<file path="config.mk">
export PLATFORM = sky130hd
export DESIGN_NAME = uart_tx_buffer
export DESIGN_NICKNAME = d
export VERILOG_FILES = /design/src/rtl/uart_tx_buffer_pkg.sv /design/src/rtl/sync_fifo.sv /design/src/rtl/uart_tx_buffer.sv
export SDC_FILE = /design/constraint.sdc
export NUM_CORES = 1
export LEC_CHECK = 0
export ABC_AREA = 1
export BUFFER_PORTS_ARGS = -buffer_cell sky130_fd_sc_hd__buf_4
export CELL_PAD_IN_SITES_DETAIL_PLACEMENT = 1
export CELL_PAD_IN_SITES_GLOBAL_PLACEMENT = 2
export CORE_MARGIN = 4
export CORE_UTILIZATION = 43
export CTS_CLUSTER_SIZE = 28
export DETAILED_ROUTE_END_ITERATION = 10
export PLACE_DENSITY_LB_ADDON = 0.08
export SYNTH_ARGS = -nofsm -noshare
export SYNTH_HDL_FRONTEND = slang
export SYNTH_SLANG_ARGS = --single-unit
</file>
<file path="constraint.sdc">
create_clock -name clk -period 6 [get_ports clk]
set_clock_uncertainty 0.1 [all_clocks]
set_input_delay 1.2 -clock clk [delete_from_list [all_inputs] [get_ports clk]]
set_output_delay 1.2 -clock clk [all_outputs]
set_load 0.01 [all_outputs]
</file>
<file path="src/rtl/uart_tx_buffer_pkg.sv">
// Shared SoC definitions for the UART transmit buffer.
// Holds the drain FSM state encodings and the default FIFO depth. The SoC
// MMIO decoder imports the same package.
package uart_tx_buffer_pkg;

  localparam int unsigned DEFAULT_DEPTH = 16;
  localparam int unsigned BYTE_W        = 8;

  // Cycles WAIT_BUSY tolerates tx_ready=1 before it gives up on seeing busy
  localparam int unsigned BUSY_TIMEOUT  = 4;
  localparam int unsigned TMO_W         = 2;

  typedef enum logic [1:0] {
    ST_IDLE      = 2'd0,
    ST_SEND      = 2'd1,
    ST_WAIT_BUSY = 2'd2,
    ST_WAIT_DONE = 2'd3
  } drain_state_e;

endpackage

</file>
<file path="src/rtl/sync_fifo.sv">
// Single-clock FIFO: storage, pointers, occupancy, full/empty flags.
// Ports:
//   clk, resetn   - clock, async active-low reset
//   push, wdata   - enqueue request and data (ignored while full)
//   pop           - dequeue request (ignored while empty)
//   rdata_c       - head entry, combinational from the read pointer
//   level         - registered occupancy 0..DEPTH
//   full, empty   - registered occupancy flags
module sync_fifo #(
  parameter int unsigned WIDTH      = 8,
  parameter int unsigned DEPTH      = 16,
  parameter int unsigned DEPTH_BITS = $clog2(DEPTH)
) (
  input  logic                  clk,
  input  logic                  resetn,
  input  logic                  push,
  input  logic [WIDTH-1:0]      wdata,
  input  logic                  pop,
  output logic [WIDTH-1:0]      rdata_c,
  output logic [DEPTH_BITS:0]   level,
  output logic                  full,
  output logic                  empty
);

  logic [WIDTH-1:0]      mem_q [DEPTH];
  logic [DEPTH_BITS-1:0] wr_ptr_q, wr_ptr_d;
  logic [DEPTH_BITS-1:0] rd_ptr_q, rd_ptr_d;
  logic [DEPTH_BITS:0]   level_q, level_d;
  logic                  full_q, full_d;
  logic                  empty_q, empty_d;
  logic                  push_ok;
  logic                  pop_ok;

  // Acceptance uses the pre-edge flags, so a same-cycle pop never frees room
  assign push_ok = push & ~full_q;
  assign pop_ok  = pop & ~empty_q;

  // Next pointers, occupancy and flags
  always_comb begin
    wr_ptr_d = wr_ptr_q;
    rd_ptr_d = rd_ptr_q;
    level_d  = level_q;
    if (push_ok) wr_ptr_d = wr_ptr_q + DEPTH_BITS'(1);
    if (pop_ok)  rd_ptr_d = rd_ptr_q + DEPTH_BITS'(1);
    case ({push_ok, pop_ok})
      2'b10:   level_d = level_q + (DEPTH_BITS+1)'(1);
      2'b01:   level_d = level_q - (DEPTH_BITS+1)'(1);
      default: level_d = level_q;
    endcase
    full_d  = (level_d == (DEPTH_BITS+1)'(DEPTH));
    empty_d = (level_d == '0);
  end

  // Control state
  always_ff @(posedge clk or negedge resetn) begin
    if (!resetn) begin
      wr_ptr_q <= '0;
      rd_ptr_q <= '0;
      level_q  <= '0;
      full_q   <= 1'b0;
      empty_q  <= 1'b1;
    end else begin
      wr_ptr_q <= wr_ptr_d;
      rd_ptr_q <= rd_ptr_d;
      level_q  <= level_d;
      full_q   <= full_d;
      empty_q  <= empty_d;
    end
  end

  // Storage array is not reset
  always_ff @(posedge clk) begin
    if (push_ok) mem_q[wr_ptr_q] <= wdata;
  end

  assign rdata_c = mem_q[rd_ptr_q];
  assign level   = level_q;
  assign full    = full_q;
  assign empty   = empty_q;

endmodule

</file>
<file path="src/rtl/uart_tx_buffer.sv">
// Transmit buffer between the UART-data MMIO write decode and the UART
// transmitter. Bytes are queued in a FIFO and drained one at a time by a
// send/handshake FSM.
// Ports:
//   clk, resetn        - clock, async active-low reset
//   wr_en, wr_data     - byte write strobe and data from MMIO decode
//   clr_ovf            - clears the sticky overflow flag
//   full, empty, level - FIFO status for the UART status word
//   overflow           - sticky: a write arrived while full and was dropped
//   tx_data, tx_send   - byte and one-cycle send request to the transmitter
//   tx_ready           - transmitter idle
module uart_tx_buffer
  import uart_tx_buffer_pkg::*;
#(
  parameter int unsigned DEPTH      = DEFAULT_DEPTH,
  parameter int unsigned DEPTH_BITS = $clog2(DEPTH)
) (
  input  logic                clk,
  input  logic                resetn,
  input  logic                wr_en,
  input  logic [BYTE_W-1:0]   wr_data,
  input  logic                clr_ovf,
  output logic                full,
  output logic                empty,
  output logic [DEPTH_BITS:0] level,
  output logic                overflow,
  output logic [BYTE_W-1:0]   tx_data,
  output logic                tx_send,
  input  logic                tx_ready
);

  drain_state_e      state_q, state_d;
  logic [TMO_W-1:0]  tmo_q, tmo_d;
  logic [BYTE_W-1:0] tx_data_q, tx_data_d;
  logic              tx_send_q, tx_send_d;
  logic              overflow_q, overflow_d;
  logic              pop_c;
  logic [BYTE_W-1:0] head_c;

  sync_fifo #(
    .WIDTH      (BYTE_W),
    .DEPTH      (DEPTH),
    .DEPTH_BITS (DEPTH_BITS)
  ) u_fifo (
    .clk     (clk),
    .resetn  (resetn),
    .push    (wr_en),
    .wdata   (wr_data),
    .pop     (pop_c),
    .rdata_c (head_c),
    .level   (level),
    .full    (full),
    .empty   (empty)
  );

  // Drain FSM next state, pop request and registered outputs
  always_comb begin
    state_d   = state_q;
    tmo_d     = tmo_q;
    tx_data_d = tx_data_q;
    pop_c     = 1'b0;
    case (state_q)
      ST_IDLE: begin
        if (!empty && tx_ready) begin
          pop_c     = 1'b1;
          tx_data_d = head_c;
          state_d   = ST_SEND;
        end
      end
      ST_SEND: begin
        tmo_d   = '0;
        state_d = ST_WAIT_BUSY;
      end
      ST_WAIT_BUSY: begin
        // Never seeing busy means the request was missed or already finished
        if (!tx_ready) begin
          state_d = ST_WAIT_DONE;
        end else if (tmo_q == TMO_W'(BUSY_TIMEOUT - 1)) begin
          state_d = ST_IDLE;
        end else begin
          tmo_d = tmo_q + TMO_W'(1);
        end
      end
      ST_WAIT_DONE: begin
        if (tx_ready) state_d = ST_IDLE;
      end
      default: state_d = ST_IDLE;
    endcase
    tx_send_d  = (state_d == ST_SEND);
    // A drop in the same cycle as a clear keeps the flag set
    overflow_d = (overflow_q & ~clr_ovf) | (wr_en & full);
  end

  // State and output registers
  always_ff @(posedge clk or negedge resetn) begin
    if (!resetn) begin
      state_q    <= ST_IDLE;
      tmo_q      <= '0;
      tx_data_q  <= '0;
      tx_send_q  <= 1'b0;
      overflow_q <= 1'b0;
    end else begin
      state_q    <= state_d;
      tmo_q      <= tmo_d;
      tx_data_q  <= tx_data_d;
      tx_send_q  <= tx_send_d;
      overflow_q <= overflow_d;
    end
  end

  assign tx_data  = tx_data_q;
  assign tx_send  = tx_send_q;
  assign overflow = overflow_q;

endmodule

</file>
## Word-level counts from Yosys, hierarchy flattened

Memory sizes are Yosys's and may differ from the RTL's. A register that Yosys moved wholly into a read port is not among the register bits.
Index checks and enable logic that the tools add are counted.
Widths: inputs -> output; s select.

- Bits in registers: 21
- Bits of input ports: 13
- Memories kept: 1
- Word-level logic and storage cells: 54
- RAM bits: 128

- Bitwise operators: 8
- Muxes and demuxes: 13
- Equal/unequal tests: 10
- $add $sub $neg: 5
- Reductions and logical operators: 8

Memory list:

| name | words | bits a word | read ports | clocked after memory_dff | wr ports | RTL line | text |
|---|---|---|---|---|---|---|---|
| u_fifo.mem_q | 16 | 8 | 1 | 1 | 1 | sync_fifo.sv:25 | `logic [WIDTH-1:0] mem_q [DEPTH];` |

Operator list:

| operator | count |
|---|---|
| $mux 2 | 6 |
| $pmux 5 s2 | 1 |
| $add 4x1->4 const B | 2 |
| $eq 2x2->1 const B | 4 |
| $pmux 2 s4 | 1 |
| $eq 2x1->1 const B | 3 |
| $add 5x1->5 const B | 1 |
| $eq 5x5->1 const B | 1 |
| $logic_not 5->1 | 1 |
| $sub 5x1->5 const B | 1 |
| $and 1x1->1 | 4 |
| $mux 1 | 4 |
| $ne 2x2->1 const B | 2 |
| $pmux 2 s2 | 1 |
| $not 1->1 | 3 |
| $reduce_and 3->1 | 1 |
| $add 2x1->2 const B | 1 |
| $logic_not 1->1 | 2 |
| $logic_not 2->1 | 1 |
| $reduce_and 2->1 | 1 |
| $reduce_bool 2->1 | 1 |
| $logic_and 1x1->1 | 1 |
| $or 1x1->1 | 1 |

## Depth between registers and ports, before layout

- Depth in word-level cells: 8
- Gate-level depth with buffers: 15
- Mapped depth without buffers: 14

## Cells and area by module

A second synthesis with hierarchy kept.

- Cell total of the unflattened synthesis: 508
- Area total of the unflattened synthesis: 6,537.5 um^2

Modules (own cells, without submodules):

| module | area each (um^2) | instances | cells each |
|---|---|---|---|
| sync_fifo | 5,919.4 | 1 | 441 |
| uart_tx_buffer | 618.1 | 1 | 67 |

## Least setup slack after synthesis

No wires, ideal clock.

- Path kind: input to register
- From: in tx_ready
- To: reg u_fifo.full_q, in the netlist u_fifo.full
- Required time: 5.823 ns
- Library setup time: 0.077 ns
- Cell stages on the path: 14
- Data arrival time: 2.941 ns
- Setup slack: 2.881 ns
- Cell sequence: inv_1 nor2_1 nand2_1 inv_1 buf_2 ha_1 inv_1 fa_1 nand2_1 o21ai_1 nand3_1 nor2_1 nand3_1 a21oi_1

- Cells in the longest elaborated chain, start to end: 7
- Elaborated cells between the ends (all ways): 8

RTL lines:

| what | RTL line | text |
|---|---|---|
| from (decl) | uart_tx_buffer.sv:29 | `input logic tx_ready` |
| $logic_and 1x1->1 (*) | uart_tx_buffer.sv:64 | `if (!empty && tx_ready) begin` |
| $mux 1 (*) | uart_tx_buffer.sv:64 |  |
| $mux 1 (*) | uart_tx_buffer.sv:62 | `case (state_q)` |
| $and 1x1->1 (*) | sync_fifo.sv:36 | `assign pop_ok = pop & ~empty_q;` |
| via u_fifo.pop_ok | sync_fifo.sv:32 | `logic pop_ok;` |
| $eq 2x1->1 or $eq 2x2->1 (tied branches) | sync_fifo.sv:45 | `case ({push_ok, pop_ok})` |
| $pmux 5 s2 (*) | sync_fifo.sv:45 |  |
| $eq 5x5->1 (*) | sync_fifo.sv:50 | `full_d = (level_d == (DEPTH_BITS+1)'(DEPTH));` |
| via u_fifo.full_d | sync_fifo.sv:29 | `logic full_q, full_d;` |
| to (signal assigned) | sync_fifo.sv:66 | `full_q <= full_d;` |
| to (decl) | sync_fifo.sv:29 |  |

Mark *: on every way through the listed nets, which the timed path passes. The rest lies on a longest branch.
A chain may end at the register's enable or synchronous reset.

## Final worst setup path

- From: in tx_ready
- To: reg u_fifo.full_q, in the netlist u_fifo.full

- Cells in the longest elaborated chain, start to end: 7
- Elaborated cells between the ends (all ways): 8

RTL lines:

| what | RTL line | text |
|---|---|---|
| $logic_and 1x1->1 (*) | uart_tx_buffer.sv:64 |  |
| $mux 1 (*) | uart_tx_buffer.sv:64 |  |
| $mux 1 (*) | uart_tx_buffer.sv:62 |  |
| $and 1x1->1 (*) | sync_fifo.sv:36 |  |
| $eq 2x1->1 or $eq 2x2->1 (tied branches) | sync_fifo.sv:45 |  |
| $pmux 5 s2 (*) | sync_fifo.sv:45 |  |
| via u_fifo.level_d[2] | sync_fifo.sv:28 | `logic [DEPTH_BITS:0] level_q, level_d;` |
| $eq 5x5->1 (*) | sync_fifo.sv:50 |  |
| via u_fifo.full_d | sync_fifo.sv:29 |  |

Marks and branches as above.

==> reports/results.ini <==
[place]
pre_cts_slack_ns=2.132
gp_congestion=0.8250
post-place-cells=908
dp_hpwl_um=11090
numPortBuffers=29

[layout]
drive_gt1_frac=0.09530
instances_no_fill=940
seq_area_um2=4572
antenna_cells=0
multi_input_area_um2=1735
nNetsFinal=735
fillers=1760
syn_to_final_growth_pct=14.19

[cts]
cts_tree=yes
ctsRootBufferMaster=clkbuf_16
cts_resized=0
clk_path_buf_depth=2
cts_setup_buffers=0
cts.sinks=157
path_clk_slew_ns=0.06
clock_latency_ns=0.42
cts_inserted_buffers=17
htreeDepth=4
ctsHoldBuffers=0

[yosys]
synth_edf_count=128
synthMuxAreaShare=0
yosys-top-cells-area=edfxtp_1 56%, nand2_1 12%, dfrtp_1 10%, nand3_1 7.6%, inv_1 6.3%
synth_top_family_by_area=simple AND/OR/NAND/NOR gates
yosysTopAreaCell=edfxtp_1
yosysUniqueCellTypes=23
synthSimpleGateAreaFrac=0.2119
syn_inst=686
synth_xor_area_frac=0.01014
synth.avg_cell_area_um2=10.08
async_reset_ff_frac=0.1847
synth_top_cell_area_share=0.5560
synth.ff_latch_count=157
synth_compound_area_frac=0.007964
synthAdderAreaFrac=0.02100
yosysMostFrequentCell=nand2_1
yosysSeqAreaShare=0.6612
synth_common_cells=221 x nand2_1, 128 x edfxtp_1, 116 x inv_1, 105 x nand3_1, 28 x dfrtp_1
synth_flop_cell=edfxtp_1
ys_warn_count=0
synth_area_um2=6913
synth.net_count=710

[power_and_ir_drop]
combPwrFrac=0.324
seq_power_share=0.381
powerDensity_nw_per_um2=488.5
power_frac_clock=0.295
switching_share=0.3694
intPower_mw=2.431
power_switching_mw=1.425
leakage_nw=3.519
ir_drop_uv=290.7

[floorplanning]
start_util=0.4368
ios=30
die_h_um=134.8
die_w_um=134.8
dieArea_um2=18170
rows=46
coreArea_um2=15830

[route]
dr.pass1.iters=4
drc_errors=0
drtAntennaViolNets=0
vias_per_cell=4.967
drt_wl_total_um=17640
wl_per_cell_um=18.77
vias=4669
drt_iter0_drc=285

[sta]
final.setup.tns_ns=0
report.final.slew_viol_count=0
hold_viol=0
final.min_clock_period_ns=3.409
tightest_slew_ns=0.8731
rsz0062_at_grt=no
finalSetupViolCount=0
post-route-period-util=0.5682
fmax_mhz=293.3
slew_headroom=0.4158
setup_slack_ns=2.591

[setup_path]
crit_path_start_kind=input port
arrival_ns=3.62
crit_type=in -> reg
cp-end-kind=register
path_max_fanout=13
cp.required_ns=6.21

[global_routing]
grt.total_usage=0.2071
grt-ovfl-total=0
grt_pass1_vias=5003
grt_first_pass_wirelength_um=27810
grt_max_degree=68
antenna_found_initial=0

[run_status]
outcome=finished clean

[hold_path]
hp-class=reg -> reg

[flow_run]
maxCapViolations=0

==> layout make-up <==
cell class | instances | share of cell area
Clock inverter | 15 | 0.02489
Clock buffer | 17 | 0.05389
Sequential cell | 157 | 0.5792
Multi-Input combinational cell | 383 | 0.2198
Tap cell | 216 | 0.03424
Timing Repair Buffer | 33 | 0.03138
Inverter | 119 | 0.05659
==> sequential cells by signal (all words and copies together), names as in the netlist <==
| name | flops |
|---|---|
| overflow | 1 |
| state_q | 2 |
| tmo_q | 2 |
| tx_data | 8 |
| tx_send | 1 |
| u_fifo.empty | 1 |
| u_fifo.full | 1 |
| u_fifo.level | 5 |
| u_fifo.mem_q | 128 |
| u_fifo.rd_ptr_q | 4 |
| u_fifo.wr_ptr_q | 4 |
==> critical path, stage by stage <==
cell     delay [ns]
buf_4          0.09
inv_1          0.05
nor2_1         0.08
nand2_1        0.23
inv_1          0.45
ha_1           0.35
inv_1          0.08
fa_1           0.36
inv_1          0.12
nor2_1         0.06
o21ai_0        0.30
nor2_1         0.08
nand3_1        0.12
a21oi_1        0.05
==> power by group through the flow <==
stage	logic [mW]	clock network [mW]	registers (mW)
floorplan	0.851	0	1.46
detailed placement	1.25	0	1.49
CTS	1.27	1.16	1.47
global route	1.41	1.21	1.49
finish	1.25	1.14	1.47
global placement	1.22	0	1.49
==> per-stage QoR <==
step | hold slack, ns | power [mW] | util | instance area [um^2]
6_report | 0.3878 | 3.856 | 0.4987 | 7894
4_1_cts | 0.3959 | 3.900 | 0.4987 | 7894
3_3_place_gp | 0.3672 | 2.705 | 0.4594 | 7272
2_1_floorplan | 0.3661 | 2.315 | - | 6913
5_1_grt | 0.4198 | 4.102 | 0.4987 | 7894
3_5_place_dp | 0.3795 | 2.746 | 0.4594 | 7272
==> layout by cell type (no fill, tap or decap) <==
cell,instances
edfxtp_1,128
nand3_1,105
ha_1,10
nand4_1,2
inv_6,1
clkinv_4,2
clkinvlp_4,4
xor2_1,6
clkinv_1,2
dfstp_2,1
inv_1,116
fa_1,1
xnor2_1,2
dfrtp_2,1
inv_2,1
nand2_1,221
clkbuf_16,17
o21ai_1,1
nor2_2,1
a21oi_1,3
clkinv_2,4
nor2_1,23
bufinv_16,4
buf_4,33
nor3_1,1
o21ai_0,7
dfrtp_1,27
==> final timing paths <==
kind | start | to | slack (ns) | cells after the start
max | tx_ready | u_fifo.full | 2.59 | 14
max in group asynchronous | resetn | u_fifo.empty | 4.85 | 1
max reg2reg | state_q[1] | u_fifo.full | 2.99 | 12
min | tx_data[2] | tx_data[2] | 0.39 | 2
min in group asynchronous | resetn | tx_data[7] | 0.61 | 1
min reg2reg | tx_data[2] | tx_data[2] | 0.39 | 2
==> per-layer routing <==
metal,vias up,wire length [um],part of all wire,track usage
met5,-,0,0,0
met4,0,384,0.022,0.07523
met3,28,716,0.041,0.03316
met2,90,8905,0.50,0.3469
met1,2312,7636,0.43,0.2743
li1,2239,-,-,-
==> logic make-up (layout without fill, tap and decap cells) <==
| group | after synthesis | count (layout) |
|---|---|---|
| compound gates | 11 | 11 |
| buf+inv | 146 | 184 |
| xor+xnor | 8 | 8 |
| flops | 157 | 157 |
| fa+ha+maj | 11 | 11 |
| simple gates | 353 | 353 |
(Power assumes the default switching activity.)
